**src/rtl/regfile_wb_arbiter.sv**
```systemverilog
// Arbitrates the register-file write port between pipeline writeback (A) and the
// long-latency unit (B), with B starvation protection and a pending-write scoreboard.
module regfile_wb_arbiter #(
  parameter int STARVE_LIMIT = 4,
  parameter int CNT_W        = 3
) (
  input  logic        i_clk,
  input  logic        i_rst,
  input  logic        i_a_valid,
  input  logic [4:0]  i_a_addr,
  input  logic [31:0] i_a_data,
  output logic        o_a_stall,
  input  logic        i_b_valid,
  input  logic [4:0]  i_b_addr,
  input  logic [31:0] i_b_data,
  output logic        o_b_ready,
  input  logic        i_issue_valid,
  input  logic [4:0]  i_issue_addr,
  output logic [31:0] o_busy_mask,
  output logic        o_rd_wen,
  output logic [4:0]  o_rd_addr,
  output logic [31:0] o_rd_data
);

  logic [CNT_W-1:0] starve_cnt;
  logic             starved, grant_a, grant_b;
  logic [31:0]      set_vec, clr_vec;

  assign starved = (starve_cnt == CNT_W'(STARVE_LIMIT));

  // Everything is gated by reset so an in-flight B request is dropped, not accepted.
  always_comb begin
    o_a_stall = !i_rst & starved & i_a_valid & i_b_valid;
    grant_a   = !i_rst & i_a_valid & !o_a_stall;
    grant_b   = !i_rst & i_b_valid & !grant_a;
    o_b_ready = grant_b;
    o_rd_addr = 5'd0;
    o_rd_data = 32'd0;
    if (grant_a) begin
      o_rd_addr = i_a_addr;
      o_rd_data = i_a_data;
    end else if (grant_b) begin
      o_rd_addr = i_b_addr;
      o_rd_data = i_b_data;
    end
    o_rd_wen = (grant_a | grant_b) & (o_rd_addr != 5'd0);
  end

  always_comb begin
    set_vec = 32'd0;
    clr_vec = 32'd0;
    for (int n = 1; n < 32; n++) begin
      set_vec[n] = i_issue_valid & (i_issue_addr == 5'(n));
      clr_vec[n] = grant_b & (i_b_addr == 5'(n));
    end
  end

  always_ff @(posedge i_clk) begin
    if (i_rst) begin
      starve_cnt  <= '0;
      o_busy_mask <= 32'd0;
    end else begin
      if (i_b_valid & !grant_b) begin
        if (!starved) starve_cnt <= starve_cnt + 1'b1;
      end else begin
        starve_cnt <= '0;
      end
      // Set after clear: a fresh issue overrides a same-cycle retirement.
      o_busy_mask <= ((o_busy_mask & ~clr_vec) | set_vec) & 32'hFFFF_FFFE;
    end
  end

endmodule

```
**config.mk**
```make
export PLATFORM = sky130hd
export DESIGN_NAME = regfile_wb_arbiter
export DESIGN_NICKNAME = d
export VERILOG_FILES = /design/src/rtl/regfile_wb_arbiter.sv
export SDC_FILE = /design/constraint.sdc
export NUM_CORES = 1
export LEC_CHECK = 0
export CAP_MARGIN = 30
export CORE_MARGIN = 2
export CORE_UTILIZATION = 38
export CTS_CLUSTER_SIZE = 14
export DETAILED_ROUTE_END_ITERATION = 16
export GPL_TIMING_DRIVEN = 0
export PLACE_DENSITY = 0.95
export SYNTH_ARGS = -nofsm -noshare
export SYNTH_HDL_FRONTEND = slang
export SYNTH_SLANG_ARGS = --single-unit
```
**constraint.sdc**
```tcl
create_clock -name i_clk -period 5.55 [get_ports i_clk]
set_input_delay 1.11 -clock i_clk [delete_from_list [all_inputs] [get_ports i_clk]]
set_output_delay 1.11 -clock i_clk [all_outputs]
set_load 0.02 [all_outputs]
```
==> results.md <==
* Status: finished, final reports clean
* Clock transition at the registers of the reported paths at around 0.07 ns
* HP Class: reg2reg
* Top Layer Used: met4
* Sequential-to-total area share from yosys stat at 0.315
* Setup Fix Bufs, Post-CTS at 0
* Post-DP HPWL at around 7000 um
* Port bufs at 154
* R2R Setup Slk at roughly 3.7 ns
* R2r worst-path depth at 6
* CP max stage cell: clkdlybuf4s50_1
* DR WL/cell at around 18 um
* Clk_lat worst skew at approximately 0.29 ns
* CTS sink cnt at 34
* Setup TNS at 0 ns
* Height of the die at 79.4 um
* Die X at ~79 um
* Number of global-route vias before repair at between 2,000 and 3,000
* H-tree depth at 2
* Max Fclk at about 220 MHz
* Dpl cells at 490
* Length of the first detailed-routing pass in iterations at 5
* Worst-path maximum fanout at 10
* Slowest cell delay on critical path at roughly 0.61 ns
* Top cells by count, synth: a22o_1 (38), nand2_1 (36), nand2b_1 (36)
* # hold bufs at CTS at 0
* Clock Tree Buf Depth at 2
* Final setup fails at 0
* Final routed DRC violation total at 0
* GP Congestion at slightly below 0.9
* Syn Nets at 350
* Clock skew at slightly below 0.005 ns
* Yosys reg bits at 34
* Antenna diode count at 0
* Top Family by Delay on Critical Path: buffers and inverters
* Number of synthesized flops with an enable pin at 0
* Leak at between 1 and 1.5 nW
* Type of origin of the critical path: input pin
* Max_slew headroom at 0.405
* # IOs at approximately 160
* Final min period at ~4.5 ns
* Kind of critical path: in2out
* Via density at 5.46
* Required time of the critical path at about 4.4 ns
* Synth warnings at 0
* Die area at about 6300 sq um
* Pwr dens at 197 nW/um^2
* Synthesized area at ~2200 sq um
* Fin cells at ~500
* Share of layout cells above drive strength 1 at 0.0518
* Initial antenna violation count at 0
* Count leader, synth: a22o_1
* Fraction of registers with async set/reset at 0
* DRT met1 WL at 3560 um
* Cts bufs inserted at 5
* WL met2 at 4390 um
* Row cnt at 27
* Area leader, netlist: dfxtp_1
* Synth top area share at 0.315
* GRT Residual Overflow at 0
* Routed vias at approximately 2,700
* Hold path endpoint: starve_cnt[0]
* Fin crit share at 0.816
* CTS root buffer: clkbuf_8
* Initial Util at 0.392
* Synthesized area per cell at slightly above 8 sq um
* Hold path startpoint: starve_cnt[0]
* CP endpoint kind: output port
* Critical-path cell list: clkdlybuf4s50_1 > nor2b_1 > nor2b_1 > buf_2 > buf_2 > a22o_1 > clkdlybuf4s50_1
* Largest net degree at the start of global routing at 11
* Buf+Inv Stages, Crit Path at 4
* Worst path arrival time at 3.42 ns
* Post-Syn Instances at approximately 260
* Worst hold stages at 1
* Gr usage total at 0.264
* Nets@finish at 511
* Detailed Route Iter0 Violations at 171
* R2r endpoint: o_busy_mask[22]
* Post-route ant nets at 0
* R2R Path Start: starve_cnt[0]
* RSZ-0062 raised after global routing: no
* MaxCap Viol Count at 0
* Slew @ Worst Pin at about 0.9 ns
* Post-cts sizing count at 0
* Post-synthesis cell type count at 32
* Final hold vios at 0
* Dominant cells by area after synthesis: dfxtp_1 (31%), a22o_1 (15%), nand2b_1 (10%)
* Synth-to-layout area growth at 80.7%
* Detail Route met3 WL at 709 um
* Final WL at between 8000 and 9000 um
* Core Footprint at ~5500 sq um
* CTS tree: built
* Most used DFF post-synth: dfxtp_1
* Peak VDD IR at 161 uV
* Slew Viols, Final at 0
* Wire length of the first global-routing pass at 13,100 um
## worst register-to-register path: cells and delay by family, from the launching register on
kind	cells	cell delay [ns]
adders and majority gates	1	0.26
buffers and inverters	2	0.38
DFF	1	0.33
and+or+nand+nor	1	0.44
AOI/OAI and AO/OA	2	0.26
## placed cells by master (no fill, tap or decap), types with 2 or more instances in the layout
cell	instances
o21ai_0	16
clkbuf_8	6
nand2b_1	36
ha_1	2
a22o_1	38
nor2_1	4
nor4bb_1	3
buf_1	3
nand2_1	36
dfxtp_1	34
o211ai_1	15
nor4_1	16
clkdlybuf4s50_1	154
o21bai_1	15
and4b_1	3
clkbuf_1	10
nor2b_1	3
and4_1	2
nor3_1	2
inv_1	2
nor3b_2	3
buf_2	9
## layer usage
metal  GRT usage  vias up
met3      0.0713       15
met2       0.461      150
met5           0        -
met1       0.320     1252
met4      0.0707        0
li1            -     1297
## flip-flops by register name, summed over array words and instances, names as in the netlist
signal and flops:
o_busy_mask 31, starve_cnt 3
## power by group
group	leakage (nW)	switching [mW]	internal [mW]	total (mW)
clock network	0.0573	0.0927	0.144	0.236
registers	0.276	0.00976	0.261	0.271
logic	1.04	0.119	0.143	0.262
## layout make-up
cell class / count / area (sq um)
multi-input cells: 205 / 1370
clock inverters: 1 / 30.0
repair buffers: 154 / 1540
plain buffers: 23 / 101
inverters: 2 / 7.51
flip-flops and latches: 34 / 681
well taps: 72 / 90.1
fillers: 430 / 1600
clock buffers: 6 / 82.6
## cell families (layout without fill, tap and decap cells)
group           Yosys count  count (layout)  share of synthesized area
compound gates           85              85                      0.304
fa+ha+maj                 2               2                     0.0116
buf+inv                  25             186                     0.0504
flops                    34              34                      0.315
mux                       1               1                    0.00463
other cells               1               1                    0.00174
simple gates            116             116                      0.313
## metrics by stage
step	power [mW]	hold slack, ns	setup slack, ns	utilization	area [sq um]
finish	0.769	0.465	1.02	0.709	3910
global route	0.795	0.490	0.878	0.709	3910
CTS	0.766	0.469	0.996	0.709	3910
global placement	0.531	0.436	1.05	0.689	3790
detailed placement	0.536	0.460	1.02	0.689	3790
floorplan	0.386	0.425	2.29	-	2160
## worst max path at each step
stage	startpoint	end	slack, ns	cells after the start
global placement	i_b_valid	o_rd_addr[2]	1.05	7
finish	i_b_valid	o_rd_data[2]	1.02	7
floorplan	i_rst	o_rd_addr[0]	2.29	6
CTS	i_b_valid	o_rd_data[2]	1.0	7
global route	i_b_valid	o_rd_addr[2]	0.88	7
detailed placement	i_b_valid	o_rd_data[2]	1.02	7
Note: power is estimated with default switching activity, not from simulation.
